**src/rtl/uart_pkg.sv**
```systemverilog
// Shared UART definitions: FSM state encoding (common with the receiver),
// parity-type selectors and line levels for start/stop bits.
package uart_pkg;

  typedef enum logic [2:0] {
    IDLE   = 3'b000,
    START  = 3'b001,
    DATA   = 3'b011,
    PARITY = 3'b010,
    STOP   = 3'b110
  } uart_state_t;

  localparam logic PAR_EVEN  = 1'b0;
  localparam logic PAR_ODD   = 1'b1;

  localparam logic START_BIT = 1'b0;
  localparam logic STOP_BIT  = 1'b1;

endpackage

```
**src/rtl/uart_tx_serializer.sv**
```systemverilog
// Holds the latched payload and bit counter; presents the data bit that the
// FSM registers onto the line on the coming edge.
module uart_tx_serializer #(
  parameter int DATA_WIDTH = 8
) (
  input  logic                  clk,
  input  logic                  rst_n,
  input  logic                  load,
  input  logic                  advance,
  input  logic [DATA_WIDTH-1:0] data_in,
  output logic                  ser_data,
  output logic                  ser_done,
  output logic [DATA_WIDTH-1:0] ser_word
);

  localparam int CNT_W = (DATA_WIDTH > 1) ? $clog2(DATA_WIDTH) : 1;

  logic [DATA_WIDTH-1:0] data_q;
  logic [CNT_W-1:0]      bit_cnt;
  logic [CNT_W-1:0]      cnt_nxt;

  // bit_cnt is the index currently on the line; it saturates at the last bit
  assign ser_done = (bit_cnt == CNT_W'(DATA_WIDTH - 1));

  always_comb begin
    cnt_nxt = bit_cnt;
    if (load) begin
      cnt_nxt = '0;
    end else if (advance && !ser_done) begin
      cnt_nxt = bit_cnt + CNT_W'(1);
    end
  end

  always_ff @(posedge clk or negedge rst_n) begin
    if (!rst_n) begin
      data_q  <= '0;
      bit_cnt <= '0;
    end else begin
      if (load) begin
        data_q <= data_in;
      end
      bit_cnt <= cnt_nxt;
    end
  end

  assign ser_data = data_q[cnt_nxt];
  assign ser_word = data_q;

endmodule

```
**src/rtl/uart_tx.sv**
```systemverilog
// UART transmitter: start bit, LSB-first payload, optional parity, stop bit.
// One bit per clk; TX_OUT and Busy are registered from next-state values.
module uart_tx
  import uart_pkg::*;
#(
  parameter int DATA_WIDTH = 8
) (
  input  logic                  clk,
  input  logic                  rst_n,
  input  logic [DATA_WIDTH-1:0] P_DATA,
  input  logic                  Data_Valid,
  input  logic                  Par_En,
  input  logic                  Par_Typ,
  output logic                  TX_OUT,
  output logic                  Busy
);

  uart_state_t           state;
  uart_state_t           state_nxt;
  logic                  tx_nxt;
  logic                  busy_nxt;
  logic                  load;
  logic                  advance;
  logic                  par_en_q;
  logic                  par_typ_q;
  logic                  par_bit;
  logic                  ser_data;
  logic                  ser_done;
  logic [DATA_WIDTH-1:0] ser_word;

  uart_tx_serializer #(
    .DATA_WIDTH(DATA_WIDTH)
  ) u_serializer (
    .clk      (clk),
    .rst_n    (rst_n),
    .load     (load),
    .advance  (advance),
    .data_in  (P_DATA),
    .ser_data (ser_data),
    .ser_done (ser_done),
    .ser_word (ser_word)
  );

  assign par_bit = (par_typ_q == PAR_ODD) ? ~(^ser_word) : (^ser_word);

  always_ff @(posedge clk or negedge rst_n) begin
    if (!rst_n) begin
      state     <= IDLE;
      TX_OUT    <= STOP_BIT;
      Busy      <= 1'b0;
      par_en_q  <= 1'b0;
      par_typ_q <= PAR_EVEN;
    end else begin
      state  <= state_nxt;
      TX_OUT <= tx_nxt;
      Busy   <= busy_nxt;
      if (load) begin
        par_en_q  <= Par_En;
        par_typ_q <= Par_Typ;
      end
    end
  end

  // Outputs describe the state being entered, so they line up with it after the edge
  always_comb begin
    state_nxt = state;
    tx_nxt    = STOP_BIT;
    busy_nxt  = 1'b0;
    load      = 1'b0;
    advance   = 1'b0;
    case (state)
      IDLE: begin
        if (Data_Valid) begin
          load      = 1'b1;
          state_nxt = START;
          tx_nxt    = START_BIT;
          busy_nxt  = 1'b1;
        end
      end
      START: begin
        state_nxt = DATA;
        tx_nxt    = ser_data;
        busy_nxt  = 1'b1;
      end
      DATA: begin
        advance  = 1'b1;
        busy_nxt = 1'b1;
        if (!ser_done) begin
          tx_nxt = ser_data;
        end else if (par_en_q) begin
          state_nxt = PARITY;
          tx_nxt    = par_bit;
        end else begin
          state_nxt = STOP;
          tx_nxt    = STOP_BIT;
        end
      end
      PARITY: begin
        state_nxt = STOP;
        tx_nxt    = STOP_BIT;
        busy_nxt  = 1'b1;
      end
      STOP: begin
        state_nxt = IDLE;
      end
      default: begin
        state_nxt = IDLE;
      end
    endcase
  end

endmodule

```
**config.mk**
```make
export PLATFORM = sky130hd
export DESIGN_NAME = uart_tx
export DESIGN_NICKNAME = d
export VERILOG_FILES = /design/src/rtl/uart_pkg.sv /design/src/rtl/uart_tx_serializer.sv /design/src/rtl/uart_tx.sv
export SDC_FILE = /design/constraint.sdc
export NUM_CORES = 1
export LEC_CHECK = 0
export ABC_AREA = 1
export BUFFER_PORTS_ARGS = -buffer_cell sky130_fd_sc_hd__buf_2
export CAP_MARGIN = 20
export CORE_AREA = 3 3 65 49
export CTS_BUF_LIST = sky130_fd_sc_hd__clkbuf_4
export CTS_CLUSTER_DIAMETER = 150
export DETAILED_ROUTE_END_ITERATION = 10
export DIE_AREA = 0 0 68 52
export PLACE_DENSITY = 0.62
export SYNTH_ARGS = -nofsm -noshare
export SYNTH_HDL_FRONTEND = slang
export SYNTH_SLANG_ARGS = --single-unit
```
**constraint.sdc**
```tcl
create_clock -name clk -period 2.15 [get_ports clk]
set_input_delay 0.3225 -clock clk [delete_from_list [all_inputs] [get_ports clk]]
set_output_delay 0.3225 -clock clk [all_outputs]
set_load 0.02 [all_outputs]
```
==> flow_summary.yaml, run 1 <==
synth:
  synth_top_cells_by_count: "nand2_1, dfrtp_1, inv_1"
  synth_area_per_cell_um2: 7.93
  synth_compound_area_share_pct: 8.26
  synth_top_family_by_area: "simple AND/OR/NAND/NOR gates"
  synthAdderAreaFrac_pct: 2.47
  async_flop_share_pct: 100
  yosysMostFrequentCell: "nand2_1"
  synth_seq_cells: 18
  muxShareOfSynthArea_pct: 0
  synth_xor_area_share_pct: 0
  synth_area_leader_cell: "dfrtp_1"
  yosysUniqueCellTypes: 23
  netlist_area_um2: 1010
  synth_simple_gate_area_share_pct: 36.3
  synthTopCellsByArea: "dfrtp_1, nand2_1, o21ai_0"
  ys_seq_area_share_pct: 44.5
  synth_nets: 143
  yosys_warnings: 0
  yosysTopAreaCellShare_pct: 41.9
  synth_edf_count: 0
  synthCells: 128
  synth_flop_cell: "dfrtp_1"
timing:
  holdWs_ns: 0.209
  fmax_mhz: 580
  tightestPinTransition_ns: 0.402
  relSlewSlack_pct: 72.5
  fin_setup_tns_ns: 0
  hold_viol: 0
  fin_crit_ns: 1.72
  fin_crit_sh_pct: 80.2
  setup_viol: 0
  rsz0062_at_grt: "false"
  drv_slew: 0
  skew_ns: 0.00906
global_route:
  track_usage_pct: 13.2
  grt_antenna_before_repair: 0
  grt_pass1_vias: 798
  grt.overflow.total: 0
  grt_pass1_wl_um: 3500
  grt_max_degree: 21
drt:
  wire_per_inst_um: 11.3
  first_iter_violations: 53
  viasPerCell: 4.76
  wl_um: 2040
  num_vias: 862
  drc: 0
  firstDrtPassIters: 4
  postRouteAntennaNets: 0
floorplan:
  std_cell_rows: 16
  die_y_um: 52
  die_x_um: 68
  die_area_um2: 3540
  io_pins: 15
  core_area_um2: 2680
  initial_utilization_pct: 37.8
layout:
  fin_nets: 161
  drive_gt1_share_pct: 22.1
  final_cell_area_um2: 1150
  diodes: 0
  stdcell_count: 181
  area_growth_pct: 13.4
worst_setup_path:
  cpMaxStageDelayCell: "dfrtp_1"
  crit_path_start_kind: "register"
  path_class: "register to register"
  crit_chain: "ha_1 -> ha_1 -> inv_1 -> nand3_1 -> nand3_2 -> nand2_1 -> nand3_1 -> nand3b_1 -> nand3_1 -> nand2_1"
  r2r-start: "u_serializer.bit_cnt[0]"
  crit_start: "u_serializer.bit_cnt[0]"
  crit_required_ns: 2.39
  cp_slowest_stage_delay_ns: 0.41
  endpoint_kind: "register"
  crit_arrival_ns: 1.96
  crit_fanout: 5
  crit_top_cell: "nand3_1"
min_path:
  hold_class: "input port to register"
  hp-start: "Par_Typ"
clock_network:
  path_clk_slew_ns: 0.11
  cts_sinks: 18
  cts_buffers: 3
  htreeDepth: 1
  cts.path.max_buffers: 2
  cts_root_buffer: "clkbuf_4"
  ctsResizeCount: 0
  clock_latency_ns: 0.30
  cts_tree: "built"
placed_design:
  hpwl_um: 1580
  gp_congestion: 0.852
  dp.cells: 176
  placement.io_buffers: 14
  placed_area_um2: 1110
power_and_ir_drop:
  p_per_area_nw_per_um2: 1560
  ir_drop_v: 0.000518
  p_leak_nw: 0.586
status:
  status: "complete, no violations"
run:
  drv_cap: 0
[state kept, by name, indices dropped and copies added (netlist names)]
| register | count |
|---|---|
| Busy | 1 |
| TX_OUT | 1 |
| par_en_q | 1 |
| par_typ_q | 1 |
| state | 3 |
| u_serializer.bit_cnt | 3 |
| u_serializer.ser_word | 8 |
[cell type report]
| class | instances | area [µm²] |
|---|---|---|
| clock buffer | 3 | 22.5 |
| inverter | 19 | 71.3 |
| timing repair buffer | 15 | 80.1 |
| fill | 292 | 1530 |
| clock inverter | 1 | 3.75 |
| multi-input combinational | 89 | 477 |
| tap | 36 | 45.0 |
| sequential | 18 | 452 |
[path summary, 6_finish.rpt]
check                      slack (ns)  cells past startpoint                        to
max                              0.43                     10                    TX_OUT
min                              0.21                      3                 par_typ_q
max reg2reg                      0.43                     10                    TX_OUT
min reg2reg                      0.52                      2                 par_typ_q
max in group asynchronous        1.35                      2                    TX_OUT
min in group asynchronous        0.47                      2  u_serializer.ser_word[6]
[metrics by stage]
stage	utilization, %	worst slack [ns]	total power, W
after global routing	42.9	0.282	0.00200
after floorplan	-	0.629	0.00142
final	42.9	0.426	0.00179
after global placement	41.6	0.554	0.00159
after CTS	42.9	0.426	0.00182
after detailed placement	41.6	0.432	0.00163
[per-layer routing]
layer | GRT usage, % | vias to the layer above | wire [µm]
li1 | - | 446 | -
met1 | 16.6 | 391 | 983
met2 | 21.6 | 23 | 919
met3 | 4.75 | 2 | 122
met4 | 2.64 | 0 | 12
met5 | 0 | - | 0
[cell families after synthesis]
logic type / after synthesis
AO/OA/AOI/OAI: 16
buffers and inverters: 21
adder cells (fa/ha/maj): 2
AND/OR/NAND/NOR: 71
flip-flops: 18
[power breakdown]
part           total [W]  internal [W]  leakage [nW]  switching (W)
logic            0.00100      0.000366         0.353       0.000639
registers       0.000613      0.000513         0.218      0.0000996
clock network   0.000175     0.0000676        0.0154       0.000107
total            0.00179      0.000946         0.586       0.000846
[placed cells by master, fill, tap and decap left out]
| cell | instances |
|---|---|
| nand2_1 | 33 |
| dfrtp_1 | 17 |
| inv_1 | 17 |
| buf_2 | 14 |
| o21ai_0 | 13 |
| nand3_1 | 12 |
| nor2_1 | 7 |
| nand4_1 | 4 |
| nor2_2 | 3 |
| clkbuf_4 | 3 |
| nand2_4 | 2 |
| inv_2 | 2 |
| nor2_4 | 2 |
| nand2_2 | 2 |
| nand3b_1 | 2 |
| a21oi_1 | 2 |
| ha_1 | 2 |
| dfstp_2 | 1 |
| nand3_4 | 1 |
| nand3_2 | 1 |
| nor3_1 | 1 |
| or2_4 | 1 |
| a2111oi_0 | 1 |
| clkinv_1 | 1 |
| dlygate4sd3_1 | 1 |
[critical path: cells and delay by family (launching register included)]
kind,cells,cell delay [ns]
buf+inv,1,0.13
flops,1,0.41
fa+ha+maj,2,0.39
simple gates,7,0.75
[timing repair]
item                      4_1_cts  5_1_grt
hold buffers                    1        0
buffers inserted                0        0
hold endpoints to repair       17        0
(Power assumes the default switching activity.)
==> inputs of run 2 (changes only) <==
==> constraint.sdc (replaced) <==
create_clock -name clk -period 1.6 [get_ports clk]
set_input_delay 0.24 -clock clk [delete_from_list [all_inputs] [get_ports clk]]
set_output_delay 0.24 -clock clk [all_outputs]
set_load 0.02 [all_outputs]
==> flow_summary.yaml, run 2 (synthesis gave the netlist of run 1 again) <==
floorplan:
  die_y_um: 52
  std_cell_rows: 16
  io_pins: 15
  core_area_um2: 2680
  die_x_um: 68
  die_area_um2: 3540
  initial_utilization_pct: 37.8
timing:
  fin_crit_ns: 1.58
  tightestPinTransition_ns: 0.393
  skew_ns: 0.00360
  relSlewSlack_pct: 73.1
  setup_viol: 0
  rsz0062_at_grt: "true"
  hold_viol: 0
  fin_crit_sh_pct: 98.7
  fmax_mhz: 633
  holdWs_ns: 0.134
  drv_slew: 0
status:
  status: "complete, no violations"
global_route:
  grt.overflow.total: 0
  grt_pass1_vias: 870
  grt_max_degree: 20
  grt_antenna_before_repair: 0
  track_usage_pct: 14.0
  grt_pass1_wl_um: 3740
clock_network:
  cts.path.max_buffers: 2
  path_clk_slew_ns: 0.10
  cts_tree: "built"
  cts_buffers: 3
  htreeDepth: 1
  cts_root_buffer: "clkbuf_4"
  cts_sinks: 18
  clock_latency_ns: 0.29
min_path:
  hold_class: "input port to register"
worst_setup_path:
  path_class: "register to register"
  cp_slowest_stage_delay_ns: 0.40
  crit_required_ns: 1.84
  crit_chain: "ha_2 -> ha_4 -> inv_6 -> nand2_8 -> nand2_4 -> nand2_2 -> nor2_4 -> nand3_2 -> nand3b_1 -> nand3_1 -> nand2_1"
  crit_arrival_ns: 1.82
  crit_fanout: 6
  endpoint_kind: "register"
  crit_path_start_kind: "register"
  cpMaxStageDelayCell: "dfrtp_1"
layout:
  drive_gt1_share_pct: 32.5
  largest_reg_flops: 8
  fin_nets: 167
  final_common_cell: "nand2_1"
  area_growth_pct: 25.6
  multi_input_area_um2: 544
  diodes: 0
  utilization_pct: 47.5
  most-common-layout-cells: "nand2_1, dfrtp_1, inv_1"
  seqCellArea_um2: 452
  fill_cells: 277
power_and_ir_drop:
  p_per_area_nw_per_um2: 2150
  ir_drop_v: 0.000676
  p_leak_nw: 0.626
drt:
  viasPerCell: 4.86
  drc: 0
  wire_per_inst_um: 12.0
  firstDrtPassIters: 4
  num_vias: 908
  wl_um: 2250
  first_iter_violations: 59
  postRouteAntennaNets: 0
run:
  drv_cap: 0
placed_design:
  placement.io_buffers: 14
  hpwl_um: 1620
  gp_congestion: 0.872
[run 2: what timing repair did]
item	4_1_cts	5_1_grt
buffers inserted	2	2
endpoints found under the hold margin	17	0
hold buffers	1	0
gates resized for setup	7	12
pin swaps	1	7
endpoints found under the setup margin	1	2
[run 2: metrics by stage]
step	std cells	instance area (µm²)	setup slack [ns]	total power [W]	TNS (ns)
finish	187	1270	0.0205	0.00274	0
global route	187	1270	-0.104	0.00303	-0.117
CTS	185	1210	0.00327	0.00258	0
detailed placement	178	1130	-0.101	0.00223	-0.101
global placement	178	1130	0.0227	0.00217	0
floorplan	128	1010	0.0794	0.00191	0
[run 2: area by class of cell]
type / count / area share (%)
repair buffers: 21 / 9.81
multi-input cells: 89 / 42.7
flip-flops and latches: 18 / 35.4
inverters: 19 / 6.18
well taps: 36 / 3.53
clock buffers: 4 / 2.36
[run 2: final timing paths]
path | from | to | slack, ns | depth (start not counted)
setup reg to reg | u_serializer.bit_cnt[1] | TX_OUT | 0.02 | 11
max in group asynchronous | rst_n | TX_OUT | 0.87 | 2
hold reg to reg | par_typ_q | par_typ_q | 0.52 | 2
setup / recovery | u_serializer.bit_cnt[1] | TX_OUT | 0.02 | 11
hold / removal | Par_Typ | par_typ_q | 0.13 | 3
min in group asynchronous | rst_n | par_typ_q | 0.40 | 2
[run 2: per-layer routing]
layer	global-route usage, %	wire, µm
met5	0	0
met4	2.97	25
met3	4.10	134
met2	23.5	1080
met1	17.6	1010
[run 2: report_power, final]
part,internal [W],leakage [nW],switching (W)
clock,0.000114,0.0184,0.000141
sequential,0.000690,0.218,0.000144
combinational,0.000647,0.390,0.00100
[run 2: worst max-delay path: cells and delay by family, from the launching register on]
family | cells | cell delay (ns)
DFF | 1 | 0.40
adders and majority gates | 2 | 0.38
and+or+nand+nor | 8 | 0.67
buffers and inverters | 1 | 0.07
